==> config.mk <==
export PLATFORM = sky130hd
export DESIGN_NAME = ch0re_div_seq_flat
export DESIGN_NICKNAME = d
export VERILOG_FILES = /design/src/rtl/ch0re_div_seq_pkg.sv /design/src/rtl/ch0re_div_seq_if.sv /design/src/rtl/ch0re_div_seq_sign.sv /design/src/rtl/ch0re_div_seq.sv /design/src/flat_wrapper.sv
export SDC_FILE = /design/constraint.sdc
export NUM_CORES = 1
export LEC_CHECK = 0
export ABC_AREA = 1
export CAP_MARGIN = 15
export CELL_PAD_IN_SITES_DETAIL_PLACEMENT = 1
export CELL_PAD_IN_SITES_GLOBAL_PLACEMENT = 2
export CORE_UTILIZATION = 29
export DETAILED_ROUTE_END_ITERATION = 7
export MAX_ROUTING_LAYER = met4
export PLACE_DENSITY = 0.94
export SLEW_MARGIN = 20
export SYNTH_ARGS = -nofsm -noshare
export SYNTH_HDL_FRONTEND = slang
export SYNTH_SLANG_ARGS = --single-unit
==> constraint.sdc <==
create_clock -name i_clk -period 5.45 [get_ports i_clk]
set_input_delay 0.545 -clock i_clk [delete_from_list [all_inputs] [get_ports i_clk]]
set_output_delay 0.545 -clock i_clk [all_outputs]
set_load 0.005 [all_outputs]
==> src/rtl/ch0re_div_seq_pkg.sv <==
// Shared types for the iterative RV64M divider controller.
// Optional build macro: CH0RE_DIV_WORD_EN (adds the 32-bit W-form ops).
package ch0re_div_seq_pkg;

  localparam int DIV_ITERS   = 64;
  localparam int DIV_W_ITERS = 32;

  // Divide/remainder flavour, signed and unsigned.
  typedef enum logic [1:0] {
    DIV_S = 2'd0,
    DIV_U = 2'd1,
    REM_S = 2'd2,
    REM_U = 2'd3
  } div_op_e;

  // Controller state, also exported on the debug port.
  typedef enum logic [1:0] {
    IDLE = 2'd0,
    ITER = 2'd1,
    FIX  = 2'd2,
    DONE = 2'd3
  } div_state_e;

  // Operation select of the shared execute-stage ALU.
  typedef enum logic [3:0] {
    ALU_ADD  = 4'd0,
    ALU_SUB  = 4'd1,
    ALU_AND  = 4'd2,
    ALU_OR   = 4'd3,
    ALU_XOR  = 4'd4,
    ALU_SLL  = 4'd5,
    ALU_SRL  = 4'd6,
    ALU_SRA  = 4'd7,
    ALU_LT   = 4'd8,
    ALU_LTU  = 4'd9
  } alu_op_e;

  // Sign-extend the low word of a 64-bit value.
  function automatic logic [63:0] sext32(input logic [63:0] x);
    return {{32{x[31]}}, x[31:0]};
  endfunction

endpackage

==> src/rtl/ch0re_div_seq_if.sv <==
// Request/response handshake bundle for ch0re_div_seq.
// Optional build macro: CH0RE_DIV_WORD_EN (adds i_word).
//
// Handshake rule: a transfer happens on a rising edge where valid and ready
// are both high; the sender holds its payload stable while valid is high and
// ready is low, and ready never depends combinationally on the same-cycle
// valid of the other side.
interface ch0re_div_seq_if;
  import ch0re_div_seq_pkg::*;

  logic        i_valid;
  logic        o_ready;
  div_op_e     i_op;
  logic [63:0] i_s1;
  logic [63:0] i_s2;
`ifdef CH0RE_DIV_WORD_EN
  logic        i_word;
`endif
  logic        o_valid;
  logic        i_ready;
  logic [63:0] o_res;

  // Requester / result consumer side.
  modport master (
    output i_valid, i_op, i_s1, i_s2,
`ifdef CH0RE_DIV_WORD_EN
    output i_word,
`endif
    output i_ready,
    input  o_ready, o_valid, o_res
  );

  // Divider side.
  modport slave (
    input  i_valid, i_op, i_s1, i_s2,
`ifdef CH0RE_DIV_WORD_EN
    input  i_word,
`endif
    input  i_ready,
    output o_ready, o_valid, o_res
  );

endinterface

==> src/rtl/ch0re_div_seq_sign.sv <==
// Combinational conditional two's-complement negate, used both for taking
// |x| of the operands and for restoring the result sign.
module ch0re_div_sign #(
  parameter int W = 64
) (
  input  logic [W-1:0] i_a,
  input  logic         i_neg,
  output logic [W-1:0] o_y
);

  assign o_y = i_neg ? (~i_a + W'(1)) : i_a;

endmodule

==> src/rtl/ch0re_div_seq.sv <==
// Iterative restoring divider controller for DIV/DIVU/REM/REMU. It owns no
// subtractor: every iteration borrows the execute-stage ALU with ALU_LTU,
// using its compare flag and its difference output.
// Optional build macro: CH0RE_DIV_WORD_EN (adds DIVW/DIVUW/REMW/REMUW).
module ch0re_div_seq
  import ch0re_div_seq_pkg::*;
#(
  parameter int XLEN  = 64,
  parameter int CNT_W = 7
) (
  input  logic              i_clk,
  input  logic              i_rst,
  input  logic              i_flush,
  ch0re_div_seq_if.slave    bus,
  output alu_op_e           o_alu_op,
  output logic [XLEN-1:0]   o_alu_s1,
  output logic [XLEN-1:0]   o_alu_s2,
  input  logic [XLEN-1:0]   i_alu_res,
  input  logic              i_alu_flag_lt,
  output div_state_e        o_dbg_state
);

  div_state_e      state_q, state_d;
  logic [CNT_W-1:0] cnt_q;
  logic [XLEN-1:0] rem_q, quo_q, dvs_q, res_q;
  logic            is_rem_q, sign_q_q, sign_r_q;

  logic            signed_op, is_rem, accept, div_zero, ovf, special;
  logic [XLEN-1:0] s1_ext, s2_ext, s1_abs, s2_abs, min_val;
  logic [XLEN-1:0] spec_res, spec_res_w, quo_init;
  logic [CNT_W-1:0] cnt_init;
  logic [XLEN-1:0] shifted, quo_fix, rem_fix, fix_res, fix_res_w;
  logic            carry, take;
  logic            ready_c, valid_c;

  assign signed_op = (bus.i_op == DIV_S) || (bus.i_op == REM_S);
  assign is_rem    = (bus.i_op == REM_S) || (bus.i_op == REM_U);
  // Flush wins over a same-cycle request.
  assign accept    = bus.i_valid && (state_q == IDLE) && !i_flush;

`ifdef CH0RE_DIV_WORD_EN
  logic word_q;
  // W-form ops work on the low word, extended according to signedness.
  assign s1_ext   = bus.i_word ? (signed_op ? sext32(bus.i_s1) : {32'h0, bus.i_s1[31:0]})
                               : bus.i_s1;
  assign s2_ext   = bus.i_word ? (signed_op ? sext32(bus.i_s2) : {32'h0, bus.i_s2[31:0]})
                               : bus.i_s2;
  assign min_val  = bus.i_word ? 64'hFFFF_FFFF_8000_0000 : 64'h8000_0000_0000_0000;
  assign quo_init = bus.i_word ? {s1_abs[31:0], 32'h0} : s1_abs;
  assign cnt_init = bus.i_word ? CNT_W'(DIV_W_ITERS) : CNT_W'(DIV_ITERS);
  assign spec_res_w = bus.i_word ? sext32(spec_res) : spec_res;
  assign fix_res_w  = word_q ? sext32(fix_res) : fix_res;
`else
  assign s1_ext     = bus.i_s1;
  assign s2_ext     = bus.i_s2;
  assign min_val    = 64'h8000_0000_0000_0000;
  assign quo_init   = s1_abs;
  assign cnt_init   = CNT_W'(DIV_ITERS);
  assign spec_res_w = spec_res;
  assign fix_res_w  = fix_res;
`endif

  ch0re_div_sign #(.W(XLEN)) u_abs_s1 (
    .i_a   (s1_ext),
    .i_neg (signed_op && s1_ext[XLEN-1]),
    .o_y   (s1_abs)
  );

  ch0re_div_sign #(.W(XLEN)) u_abs_s2 (
    .i_a   (s2_ext),
    .i_neg (signed_op && s2_ext[XLEN-1]),
    .o_y   (s2_abs)
  );

  // Divide-by-zero and signed overflow bypass the iteration entirely.
  assign div_zero = (s2_ext == '0);
  assign ovf      = signed_op && (s1_ext == min_val) && (s2_ext == '1);
  assign special  = div_zero || ovf;
  assign spec_res = div_zero ? (is_rem ? s1_ext : '1)
                             : (is_rem ? '0 : s1_ext);

  // One shift-subtract step; a set carry means the shifted remainder already
  // exceeds any divisor, and the ALU's modulo-2^64 difference is exact.
  assign shifted = {rem_q[XLEN-2:0], quo_q[XLEN-1]};
  assign carry   = rem_q[XLEN-1];
  assign take    = carry || !i_alu_flag_lt;

  ch0re_div_sign #(.W(XLEN)) u_fix_q (
    .i_a   (quo_q),
    .i_neg (sign_q_q),
    .o_y   (quo_fix)
  );

  ch0re_div_sign #(.W(XLEN)) u_fix_r (
    .i_a   (rem_q),
    .i_neg (sign_r_q),
    .o_y   (rem_fix)
  );

  assign fix_res = is_rem_q ? rem_fix : quo_fix;

  // State register.
  always_ff @(posedge i_clk) begin
    if (i_rst) state_q <= IDLE;
    else       state_q <= state_d;
  end

  // Next-state logic; flush returns to IDLE from anywhere.
  always_comb begin
    state_d = state_q;
    unique case (state_q)
      IDLE: if (accept) state_d = special ? DONE : ITER;
      ITER: if (cnt_q == CNT_W'(1)) state_d = FIX;
      FIX:  state_d = DONE;
      DONE: if (bus.i_ready) state_d = IDLE;
      default: state_d = IDLE;
    endcase
    if (i_flush) state_d = IDLE;
  end

  // Output decode: handshake flags and the borrowed ALU operands.
  always_comb begin
    ready_c  = 1'b0;
    valid_c  = 1'b0;
    o_alu_op = ALU_ADD;
    o_alu_s1 = '0;
    o_alu_s2 = '0;
    unique case (state_q)
      IDLE: ready_c = 1'b1;
      ITER: begin
        o_alu_op = ALU_LTU;
        o_alu_s1 = shifted;
        o_alu_s2 = dvs_q;
      end
      DONE: valid_c = 1'b1;
      default: ;
    endcase
  end

  // Datapath: operand capture, iteration and result formation.
  always_ff @(posedge i_clk) begin
    if (i_rst) begin
      cnt_q    <= '0;
      rem_q    <= '0;
      quo_q    <= '0;
      dvs_q    <= '0;
      res_q    <= '0;
      is_rem_q <= 1'b0;
      sign_q_q <= 1'b0;
      sign_r_q <= 1'b0;
`ifdef CH0RE_DIV_WORD_EN
      word_q   <= 1'b0;
`endif
    end else begin
      unique case (state_q)
        IDLE: if (accept) begin
          is_rem_q <= is_rem;
          dvs_q    <= s2_abs;
          sign_q_q <= (bus.i_op == DIV_S) && (s1_ext[XLEN-1] ^ s2_ext[XLEN-1]);
          sign_r_q <= (bus.i_op == REM_S) && s1_ext[XLEN-1];
`ifdef CH0RE_DIV_WORD_EN
          word_q   <= bus.i_word;
`endif
          if (special) begin
            res_q <= spec_res_w;
          end else begin
            rem_q <= '0;
            quo_q <= quo_init;
            cnt_q <= cnt_init;
          end
        end
        ITER: begin
          rem_q <= take ? i_alu_res : shifted;
          quo_q <= {quo_q[XLEN-2:0], take};
          cnt_q <= cnt_q - CNT_W'(1);
        end
        FIX: res_q <= fix_res_w;
        default: ;
      endcase
    end
  end

  assign bus.o_ready = ready_c;
  assign bus.o_valid = valid_c;
  assign bus.o_res   = res_q;
  assign o_dbg_state = state_q;

endmodule

==> src/flat_wrapper.sv <==
// flat-port wrapper written by rule: the top's interface ports become plain ports
module ch0re_div_seq_flat import ch0re_div_seq_pkg::*;
#(
  parameter int XLEN  = 64,
  parameter int CNT_W = 7
)
  (i_clk, i_rst, i_flush, o_alu_op, o_alu_s1, o_alu_s2, i_alu_res, i_alu_flag_lt, o_dbg_state, bus_i_valid, bus_i_op, bus_i_s1, bus_i_s2, bus_i_ready, bus_o_ready, bus_o_valid, bus_o_res);
  ch0re_div_seq_if bus_i ();
  input  logic i_clk;
  input  logic i_rst;
  input  logic i_flush;
  output alu_op_e o_alu_op;
  output logic [XLEN-1:0] o_alu_s1;
  output logic [XLEN-1:0] o_alu_s2;
  input  logic [XLEN-1:0] i_alu_res;
  input  logic i_alu_flag_lt;
  output div_state_e o_dbg_state;
  input wire logic [$bits(bus_i.i_valid)-1:0] bus_i_valid;
  input wire logic [$bits(bus_i.i_op)-1:0] bus_i_op;
  input wire logic [$bits(bus_i.i_s1)-1:0] bus_i_s1;
  input wire logic [$bits(bus_i.i_s2)-1:0] bus_i_s2;
  input wire logic [$bits(bus_i.i_ready)-1:0] bus_i_ready;
  output wire logic [$bits(bus_i.o_ready)-1:0] bus_o_ready;
  output wire logic [$bits(bus_i.o_valid)-1:0] bus_o_valid;
  output wire logic [$bits(bus_i.o_res)-1:0] bus_o_res;
  assign bus_i.i_valid = bus_i_valid;
  assign bus_i.i_op = bus_i_op;
  assign bus_i.i_s1 = bus_i_s1;
  assign bus_i.i_s2 = bus_i_s2;
  assign bus_i.i_ready = bus_i_ready;
  assign bus_o_ready = bus_i.o_ready;
  assign bus_o_valid = bus_i.o_valid;
  assign bus_o_res = bus_i.o_res;
  ch0re_div_seq #(.XLEN(XLEN), .CNT_W(CNT_W)) u_core (.i_clk(i_clk), .i_rst(i_rst), .i_flush(i_flush), .bus(bus_i), .o_alu_op(o_alu_op), .o_alu_s1(o_alu_s1), .o_alu_s2(o_alu_s2), .i_alu_res(i_alu_res), .i_alu_flag_lt(i_alu_flag_lt), .o_dbg_state(o_dbg_state));
endmodule
==> impl_metrics.csv, run 1 <==
group,metric,value,unit
run_status,outcome,"complete, no violations",
yosys,sequential_share_of_the_synthesized_area,23.4,%
cells_and_area,area_of_the_multi_input_gates,0.0151,mm2
grt,gr-usage-all-layers,27.6,%
detailed_routing,drc_markers,0,
grt,number_of_antenna_violations_at_the_first_check_in_global_routing,5,
yosys,synth_top_family_by_area,"simple AND/OR/NAND/NOR gates",
setup_path,worst_case_register_to_register_setup_slack,1.91,ns
yosys,ys_top_cells_by_count,"nand2_1, nor2_1, inv_1",
power,p_comb_share,30.3,%
clocking,clk-insertion-delay-late,0.57,ns
cells_and_area,drive_gt1_share,4.01,%
clocking,numCtsBuffers,37,
clocking,clock_path_buffers,3,
floorplan,initial_core_util,29.5,%
detailed_routing,routed_wire_length_per_instance,19.9,um
grt,grt_pass1_vias,28200,
cells_and_area,core_utilization_of_the_finished_layout,37.3,%
floorplan,die_w,283,um
yosys,synthSimpleGateAreaFrac,45.7,%
timing,post-route-min-period,3.70,ns
placement,buffer_ports.inserted,397,
detailed_routing,final_antenna_net_count,0,
detailed_routing,vias,28600,
yosys,syn_inst,4261,
yosys,synth_fa_ha_area_share,0.599,%
yosys,number_of_flip_flops_and_latches_in_the_synthesized_netlist,268,
clocking,tritoncts,"yes",
timing,max_freq,270,MHz
yosys,synth-edff-count,0,
setup_path,worst-endpoint-arrival,4.10,ns
yosys,synth_xor_xnor_area_share,2.75,%
grt,grt_pass1_wl,169,mm
power,p_int,4650,uW
timing,final-max-slew-violation-count,0,
power,power.share.clock,38.0,%
clocking,ctsHtreeMaxLevel,2,
timing,layout_worst_path_cycle_share,67.9,%
clocking,cts-root-buf,"clkbuf_16",
worst_hold_path,hp-class,"flip-flop to flip-flop",
detailed_routing,drt-total-wl,111,mm
setup_path,cp_max_fo,16,
floorplan,core_area,0.0778,mm2
yosys,ys_async_sr_fraction,0,%
clocking,post_cts_hold_buffer_count,0,
detailed_routing,first_pass_iters,5,
power,power.switching,2720,uW
setup_path,critical_path.endpoint_type,"flip-flop",
yosys,netlist-cell-type-count,48,
power,switching_share,36.9,%
placement,detailedPlacementHpwl,85.9,mm
yosys,share_of_cell_area_taken_by_muxes_after_synthesis,0,%
timing,setup_repair_after_global_routing_missed_its_margin,"no",
placement,place_congestion,0.966,
power,power.density,254,mW/mm2
floorplan,die_h,283,um
setup_path,worst_ep_required,5.85,ns
timing,timing_worst_slew_pin_value,1.05,ns
grt,overflow,0,
timing,report.final.setup_viol,0,
power,max-vdd-ir-drop,0.175,mV
grt,grt_max_degree,176,
yosys,synth_flop_type,"dfxtp_1",
clocking,clock-sinks,268,
yosys,synthMostInstantiatedCell,"nand2_1",
cells_and_area,final_net_count,4729,
floorplan,pin_count,400,
yosys,synth_area_leader_cell,"dfxtp_1",
detailed_routing,initialDrtViolationCount,1733,
cells_and_area,flow.area_growth_from_synthesis,26.6,%
setup_path,cp-start-kind,"primary input",
flow_run,max_cap_violations,0,
power,seqPwrFrac,31.6,%
timing,final-hold-violation-count,0,
clocking,post_cts_resize_count,0,
placement,worst_setup_slack_after_placement,1.37,ns
clocking,cts.reportedPaths.clkPinSlew,0.06,ns
timing,timing.max_slew.rel_slack,29.9,%
setup_path,type_of_the_worst_setup_path,"primary input to flip-flop",
detailed_routing,viasPerCell,5.12,
floorplan,num_rows,102,
cells_and_area,fillCellCount,10600,
yosys,syn_area_per_cell,5.39,um2
timing,fin_skew,0.0229,ns
yosys,synth.top_cells.by_area,"dfxtp_1, nand2_1, nor2_1, o21ai_0, inv_1",
power,power_leakage,0.0131,uW
cells_and_area,area.sequential,0.00537,mm2
yosys,synth_compound_gate_area_share,16.5,%
yosys,synth.yosys.warnings,0,
yosys,syn-cell-area,0.0230,mm2
timing,totalNegativeSetupSlack,0,ns
clocking,cts.repair_timing.setup_buffer_count,0,
floorplan,die_ar,0.0803,mm2
timing,fin_ws,1.75,ns
yosys,synthDominantCellAreaShare,23.4,%
worst paths after layout:
check / start / to / depth (start not counted)
worst max-delay path: bus_i_s2[45] / u_core.bus.o_res[43]$_SDFFE_PP0P_ / 13
worst min-delay path: u_core.bus.o_res[54]$_SDFFE_PP0P_ / u_core.bus.o_res[54]$_SDFFE_PP0P_ / 2
worst max register to register: u_core.o_dbg_state[0]$_SDFFE_PP0P_ / u_core.quo_q[35]$_SDFFE_PP0P_ / 11
worst min register to register: u_core.bus.o_res[54]$_SDFFE_PP0P_ / u_core.bus.o_res[54]$_SDFFE_PP0P_ / 2
through the flow:
step	hold slack (ns)	instance area [um2]	cells	power [uW]
2_1_floorplan	0.446	23000	4262	3700
3_3_place_gp	0.455	27700	5519	4540
3_5_place_dp	0.462	27700	5519	4590
4_1_cts	0.473	29100	5584	7420
5_1_grt	0.489	29100	5589	7780
6_report	0.474	29100	5590	7370
layout make-up:
cell class / instances / area share, %
tap: 1040 / 4.48
sequential: 268 / 18.5
timing repair buffer: 432 / 14.7
inverter: 435 / 5.63
clock inverter: 21 / 1.21
antenna: 6 / 0.0517
multi-input combinational: 3344 / 51.9
clock buffer: 44 / 3.49
critical path: stages:
cell and delay (ns):
clkdlybuf4s50_1 0.52, inv_1 0.16, nand4_1 0.16, nor2_1 0.37, nand2_1 0.11, nor2_1 0.64
nand2_1 0.69, nand3_1 0.22, nand3_1 0.16, nand3_1 0.20, nor2_1 0.07, nor2_1 0.17
nor2_1 0.08
registers in the layout, summed over array words and instances (netlist names):
register            cells
u_core.sign_r_q         1
u_core.dvs_q           64
u_core.rem_q           64
u_core.sign_q_q         1
u_core.o_dbg_state      2
u_core.quo_q           64
u_core.bus.o_res       64
u_core.cnt_q            7
u_core.is_rem_q         1
per-layer routing:
layer	global-route usage (%)	up-vias	share of wire [%]	wire length [um]
li1	-	14100	-	-
met1	31.0	13700	41	45700
met5	-	-	0	0
met3	3.71	191	4.3	4840
met4	13.4	0	5.3	5900
met2	47.9	606	49	55000
power groups by stage:
stage / logic, uW / registers [uW] / clock network (uW)
floorplan: 1420 / 2280 / 0
global placement: 2170 / 2370 / 0
detailed placement: 2210 / 2370 / 0
CTS: 2230 / 2330 / 2860
global route: 2500 / 2350 / 2930
finish: 2240 / 2330 / 2800
logic make-up after synthesis:
kind of cell / count (synthesis)
buffers and inverters: 650
other: 1
xor gates and xnor gates: 72
adders and majority gates: 11
and+or+nand+nor: 2571
DFF: 268
AOI/OAI and AO/OA: 688
layout by cell type, fill, tap and decap left out, types with 5 or more instances in the layout:
cell type,synthesis,layout
dfxtp_1,268,265
nor2_4,4,7
o21ai_1,30,30
nor2_1,899,896
or2_2,21,21
nand2_2,10,10
nand3b_1,14,14
xor2_1,62,62
nand3_1,310,310
o21ai_0,341,341
o211ai_1,43,43
inv_2,5,8
nor3_1,30,30
clkbuf_16,0,39
nand4_1,59,59
clkdlybuf4s50_1,0,396
inv_1,428,424
and2_1,5,5
a21oi_1,154,154
bufinv_16,0,9
clkinv_2,0,6
a21oi_2,15,15
o22ai_1,69,69
nor2_2,7,7
diode_2,0,6
xnor2_1,10,10
buf_4,6,32
o221ai_1,9,9
ha_1,11,9
a31oi_1,12,12
nand2_1,1201,1201
No activity file was read; power rests on OpenSTA's default activity.
==> inputs of run 2 (changes only) <==
CORE_UTILIZATION = 24   (was 29)
PLACE_DENSITY = 0.84   (was 0.94)
clock period = 3.3 ns   (was 5.45 ns; I/O delays follow)
==> run 2 against run 1 <==
  * Global-route usage decreased by 3.1 points
  * Sequential power rose by 65%
  * Non-clock buffer count up 119
  * Hold slack got worse by 0.16 ns
  * Setup slack lost 1.5 ns
  * Utilization is 5.4 points lower
  * First-iteration DRC count is 1.9% lower
  * Clock skew up 0.014 ns
  * Total power increased by 61%
  * Sequential share of layout area down 0.75 points
  * Design area increased by 4.2%
  * Critical path type is now flip-flop to output port
==> impl_metrics.csv, run 2 (same netlist as run 1, synthesis figures left out) <==
group,metric,value,unit
floorplan,pin_count,400,
setup_path,critical_path.max_stage_delay,0.51,ns
grt,number_of_antenna_violations_at_the_first_check_in_global_routing,8,
cells_and_area,core_utilization_of_the_finished_layout,31.9,%
clocking,tritoncts,"yes",
worst_hold_path,hp-class,"primary input to flip-flop",
clocking,ctsHtreeMaxLevel,2,
floorplan,die_ar,0.0969,mm2
floorplan,die_w,311,um
setup_path,critical_path.endpoint_type,"output port",
placement,buffer_ports.inserted,397,
setup_path,worst-endpoint-arrival,2.70,ns
setup_path,cp_max_fo,109,
detailed_routing,route.top_layer_used,"met4",
clocking,clock-sinks,268,
grt,grt_max_degree,138,
power,power.density,391,mW/mm2
detailed_routing,detailroute.wirelength.met2,59.8,mm
detailed_routing,vias,28900,
timing,timing_worst_slew_pin_value,0.853,ns
timing,max_freq,330,MHz
timing,setup_repair_after_global_routing_missed_its_margin,"no",
clocking,post_cts_resize_count,0,
grt,gr-usage-all-layers,24.5,%
flow_run,max_cap_violations,0,
timing,final-hold-violation-count,0,
timing,final-max-slew-violation-count,0,
floorplan,die_h,311,um
floorplan,core_area,0.0949,mm2
detailed_routing,drt-total-wl,119,mm
clocking,cts-root-buf,"clkbuf_16",
floorplan,initial_core_util,24.2,%
clocking,numCtsBuffers,37,
cells_and_area,drive_gt1_share,6.29,%
setup_path,cpMaxStageDelayCell,"clkdlybuf4s50_1",
clocking,cts.reportedPaths.clkPinSlew,0.06,ns
detailed_routing,met3_length,4.62,mm
grt,grt_pass1_wl,178,mm
detailed_routing,viasPerCell,4.88,
power,power_leakage,0.0137,uW
setup_path,worst_case_register_to_register_setup_slack,0.33,ns
timing,fin_skew,0.0366,ns
detailed_routing,drc_markers,0,
timing,report.final.setup_viol,0,
timing,layout_worst_path_cycle_share,91.8,%
setup_path,cell_by_cell_trace_of_the_critical_path,"inv_1 -> ha_4 -> buf_12 -> nand2_1 -> inv_1 -> clkdlybuf4s50_1",
cells_and_area,layout_commonest_cell,"nand2_1",
run_status,outcome,"complete, no violations",
detailed_routing,initialDrtViolationCount,1700,
power,max-vdd-ir-drop,0.335,mV
clocking,cts.repair_timing.setup_buffer_count,0,
clocking,post_cts_hold_buffer_count,0,
cells_and_area,flow.area_growth_from_synthesis,32.0,%
clocking,clock_path_buffers,3,
detailed_routing,m1WireLength,50.0,mm
setup_path,type_of_the_worst_setup_path,"flip-flop to output port",
timing,timing.max_slew.rel_slack,42.6,%
setup_path,cp-start-kind,"flip-flop",
setup_path,worst_ep_required,2.97,ns
clocking,clk-insertion-delay-late,0.58,ns
timing,totalNegativeSetupSlack,0,ns
grt,grt_pass1_vias,28800,
placement,place_congestion,0.952,
detailed_routing,first_pass_iters,6,
timing,post-route-min-period,3.03,ns
timing,fin_ws,0.271,ns
cells_and_area,commonest_cells_after_routing_fill_and_taps_aside,"nand2_1, nor2_1, inv_1, clkdlybuf4s50_1, o21ai_0",
placement,worst_setup_slack_after_placement,0.000453,ns
detailed_routing,routed_wire_length_per_instance,20.1,um
cells_and_area,final_net_count,4848,
grt,overflow,0,
setup_path,critical_path.most_common_cell,"inv_1",
cells_and_area,fillCellCount,12500,
detailed_routing,final_antenna_net_count,0,
placement,detailedPlacementHpwl,94.0,mm
floorplan,num_rows,113,
==> run 2: cell count changes in the layout (fill, tap and decap cells not counted), sizes merged <==
| cell | change |
|---|---|
| buf | +119 |
| bufinv | -7 |
| clkbuf | +6 |
| inv | -3 |
| diode | +2 |
| clkinv | +1 |
==> run 2: final timing paths <==
check | start | endpoint | cells after the start
setup reg to reg | u_core.rem_q[0]$_SDFFE_PP0P_ | u_core.bus.o_res[34]$_SDFFE_PP0P_ | 14
hold reg to reg | u_core.bus.o_res[54]$_SDFFE_PP0P_ | u_core.bus.o_res[54]$_SDFFE_PP0P_ | 2
setup / recovery | u_core.o_dbg_state[1]$_SDFFE_PP0P_ | o_alu_s2[32] | 6
hold / removal | i_rst | u_core.dvs_q[63]$_SDFFE_PP0P_ | 2
==> run 2: critical path, delay by kind of cell, from the launching register on <==
family        cells  cell delay [ns]
buf+inv           4             1.17
flops             1             0.37
fa+ha+maj         1             0.31
simple gates      1             0.20
==> run 2: area by class of cell <==
cell class	count	area [um2]	area share (%)
Multi-Input combinational cell	3344	15100	49.8
Timing Repair Buffer	551	5420	17.9
Sequential cell	268	5370	17.7
Inverter	435	1640	5.40
Tap cell	1265	1580	5.22
Clock buffer	50	1060	3.49
Clock inverter	12	118	0.388
Antenna cell	8	20.0	0.0661
==> run 2: layer usage <==
layer  GRT usage, %  up-vias
li1               -    14400
met1           27.9    13800
met2           43.3      561
met3           2.95      171
met4           9.40        0
met5              -        -
==> run 2: report_power, final <==
group          leakage (uW)  total [uW]  internal (uW)  switching [uW]
Clock              0.000586        4080           2390            1690
Sequential          0.00220        3850           3500             344
Combinational        0.0109        3930           1410            2520
Total                0.0137       11900           7310            4550
==> run 2: stage by stage <==
| step | instance area, um2 | hold slack, ns | cells | total power (uW) |
|---|---|---|---|---|
| 2_1_floorplan | 23000 | 0.446 | 4262 | 6110 |
| 3_3_place_gp | 29100 | 0.453 | 5862 | 7770 |
| 3_5_place_dp | 29100 | 0.467 | 5862 | 7820 |
| 4_1_cts | 30300 | 0.274 | 5924 | 12000 |
| 5_1_grt | 30300 | 0.311 | 5933 | 12600 |
| 6_report | 30300 | 0.310 | 5933 | 11900 |
==> inputs of run 3 (changes only) <==
GPL_TIMING_DRIVEN = 0   (was unset)
==> run 3 against run 2 <==
  * Utilization decreased by 0.47 points
  * Final cell count rose by 1.0%
  * First-iteration DRC count rose by 29%
  * Die area did not move
  * Highest routed layer unchanged
  * Clock-buffer cell count down 4
  * Largest power group unchanged
  * Via count is 4.4% higher
==> impl_metrics.csv, run 3 (same netlist as run 1, synthesis figures left out) <==
group,metric,value,unit
run_status,outcome,"complete, no violations",
grt,grt_pass1_wl,204,mm
clocking,ctsHtreeMaxLevel,2,
grt,number_of_antenna_violations_at_the_first_check_in_global_routing,10,
setup_path,critical_path.endpoint_type,"flip-flop",
cells_and_area,final_net_count,4907,
setup_path,worst_case_register_to_register_setup_slack,0.08,ns
timing,timing.max_slew.rel_slack,21.8,%
timing,report.final.setup_viol,0,
grt,gr-usage-all-layers,29.2,%
clocking,clock_path_buffers,3,
floorplan,num_rows,113,
floorplan,die_w,311,um
cells_and_area,postLayoutCellArea,0.0299,mm2
timing,layout_worst_path_cycle_share,99.3,%
timing,fin_ws,0.0238,ns
detailed_routing,final_antenna_net_count,0,
timing,final-hold-violation-count,0,
clocking,tritoncts,"yes",
grt,grt_pass1_vias,30300,
placement,buffer_ports.inserted,396,
worst_hold_path,hp-class,"primary input to flip-flop",
detailed_routing,drt-total-wl,142,mm
timing,timing_worst_slew_pin_value,1.17,ns
floorplan,pin_count,400,
clocking,clk-insertion-delay-late,0.60,ns
cells_and_area,commonest_cells_after_routing_fill_and_taps_aside,"nand2_1, nor2_1, inv_1, clkdlybuf4s50_1, o21ai_0",
timing,post-route-min-period,3.28,ns
grt,grt_max_degree,13,
floorplan,die_h,311,um
placement,detailedPlacementHpwl,118,mm
floorplan,initial_core_util,24.2,%
floorplan,core_area,0.0949,mm2
setup_path,cp_max_fo,10,
cells_and_area,layout_commonest_cell,"nand2_1",
worst_hold_path,worst_hold_startpoint,"bus_i_s2[35]",
clocking,cts-root-buf,"clkbuf_16",
power,max-vdd-ir-drop,0.312,mV
detailed_routing,initialDrtViolationCount,2188,
clocking,numCtsBuffers,37,
detailed_routing,drc_markers,0,
clocking,clock-sinks,268,
placement,worst_setup_slack_after_placement,-1.02,ns
power,power_leakage,0.0134,uW
grt,overflow,0,
flow_run,max_cap_violations,0,
timing,final-max-slew-violation-count,0,
floorplan,die_ar,0.0969,mm2
timing,max_freq,305,MHz
cells_and_area,drive_gt1_share,4.30,%
placement,placement.cell_area,0.0285,mm2
timing,totalNegativeSetupSlack,0,ns
placement,place.detailed.instances,5923,
setup_path,cp-start-kind,"primary input",
clocking,post_cts_hold_buffer_count,0,
clocking,cts.reportedPaths.clkPinSlew,0.06,ns
cells_and_area,core_utilization_of_the_finished_layout,31.5,%
cells_and_area,final-instance-count-excl-fill,5993,
setup_path,crit-reg2reg-launch,"u_core.o_dbg_state[0]$_SDFFE_PP0P_",
setup_path,cell_count_of_the_worst_reg_to_reg_path,11,
detailed_routing,viasPerCell,5.04,
timing,fin_skew,0.0374,ns
timing,setup_repair_after_global_routing_missed_its_margin,"no",
worst_hold_path,whs_endpoint,"u_core.dvs_q[35]$_SDFFE_PP0P_",
detailed_routing,routed_wire_length_per_instance,23.6,um
setup_path,r2r_end,"u_core.bus.o_res[36]$_SDFFE_PP0P_",
power,power.density,410,mW/mm2
cells_and_area,flow.area_growth_from_synthesis,30.0,%
detailed_routing,first_pass_iters,8,
detailed_routing,vias,30200,
worst_hold_path,hold_depth,3,
setup_path,worst-endpoint-arrival,3.76,ns
setup_path,type_of_the_worst_setup_path,"primary input to flip-flop",
setup_path,worst_ep_required,3.79,ns
cells_and_area,fillCellCount,12600,
placement,place_congestion,1.00,
[run 3: cell types whose count changed in the layout (fill, tap and decap cells not counted), sizes merged]
cell,previous run,this run
bufinv,2,3
inv,433,439
buf,155,72
clkinvlp,0,2
diode,8,6
clkinv,12,10
clkbuf,50,188
[run 3: worst max path at each step]
stage	slack, ns	from	to	cells after the start
after floorplan	1.23	bus_i_s2[0]	u_core.quo_q[36]$_SDFFE_PP0P_	14
after global placement	-1.01	bus_i_s1[0]	u_core.bus.o_res[28]$_SDFFE_PP0P_	15
after detailed placement	-1.02	bus_i_s1[0]	u_core.bus.o_res[30]$_SDFFE_PP0P_	15
after CTS	0.01	u_core.o_dbg_state[0]$_SDFFE_PP0P_	u_core.quo_q[43]$_SDFFE_PP0P_	11
after global routing	0.004	u_core.rem_q[0]$_SDFFE_PP0P_	u_core.bus.o_res[34]$_SDFFE_PP0P_	14
final	0.02	bus_i_s1[0]	u_core.bus.o_res[36]$_SDFFE_PP0P_	16
[run 3: repair_timing]
item / CTS / global route
gates resized for setup: 27 / 16
cloned: 0 / 0
endpoints found under the setup margin: 168 / 154
buffers inserted: 0 / 0
[run 3: final cells by class]
type	count	area, um2	area share, %
multi-input combinational	3344	15100	50.5
buffer	214	977	3.27
sequential	268	5370	18.0
antenna	6	15.0	0.0503
clock inverter	19	205	0.687
tap	1265	1580	5.30
clock buffer	46	1030	3.45
inverter	435	1640	5.48
timing repair buffer	396	3960	13.3
[run 3: layer usage]
metal	part of all wire, %	track usage (%)	vias to the layer above
met5	0	-	-
met4	4.9	12.7	0
met3	4.8	3.63	190
met2	47	48.0	806
met1	43	35.7	14700
li1	-	-	14500
[run 3: metrics by stage]
| step | hold WS [ns] | power, uW |
|---|---|---|
| floorplan | 0.446 | 6110 |
| global placement | 0.452 | 7920 |
| detailed placement | 0.459 | 7970 |
| CTS | 0.439 | 12300 |
| global route | 0.480 | 12900 |
| finish | 0.467 | 12300 |
[run 3: where the power goes]
part / total [uW] / switching (uW) / internal [uW] / leakage (uW)
clock: 4250 / 1790 / 2470 / 0.000610
combinational: 4160 / 2840 / 1320 / 0.0106
sequential: 3840 / 338 / 3500 / 0.00220
[run 3: worst max-delay path: stages]
cell             delay, ns
clkdlybuf4s50_1       0.55
inv_1                 0.17
ha_1                  0.28
nand3_2               0.15
nor2_4                0.20
nand4_2               0.27
nor3_4                0.25
nand2_2               0.16
nand3_2               0.12
nand2_2               0.20
inv_4                 0.20
buf_6                 0.23
buf_6                 0.22
nand3_1               0.25
nand2_1               0.12
inv_1                 0.05
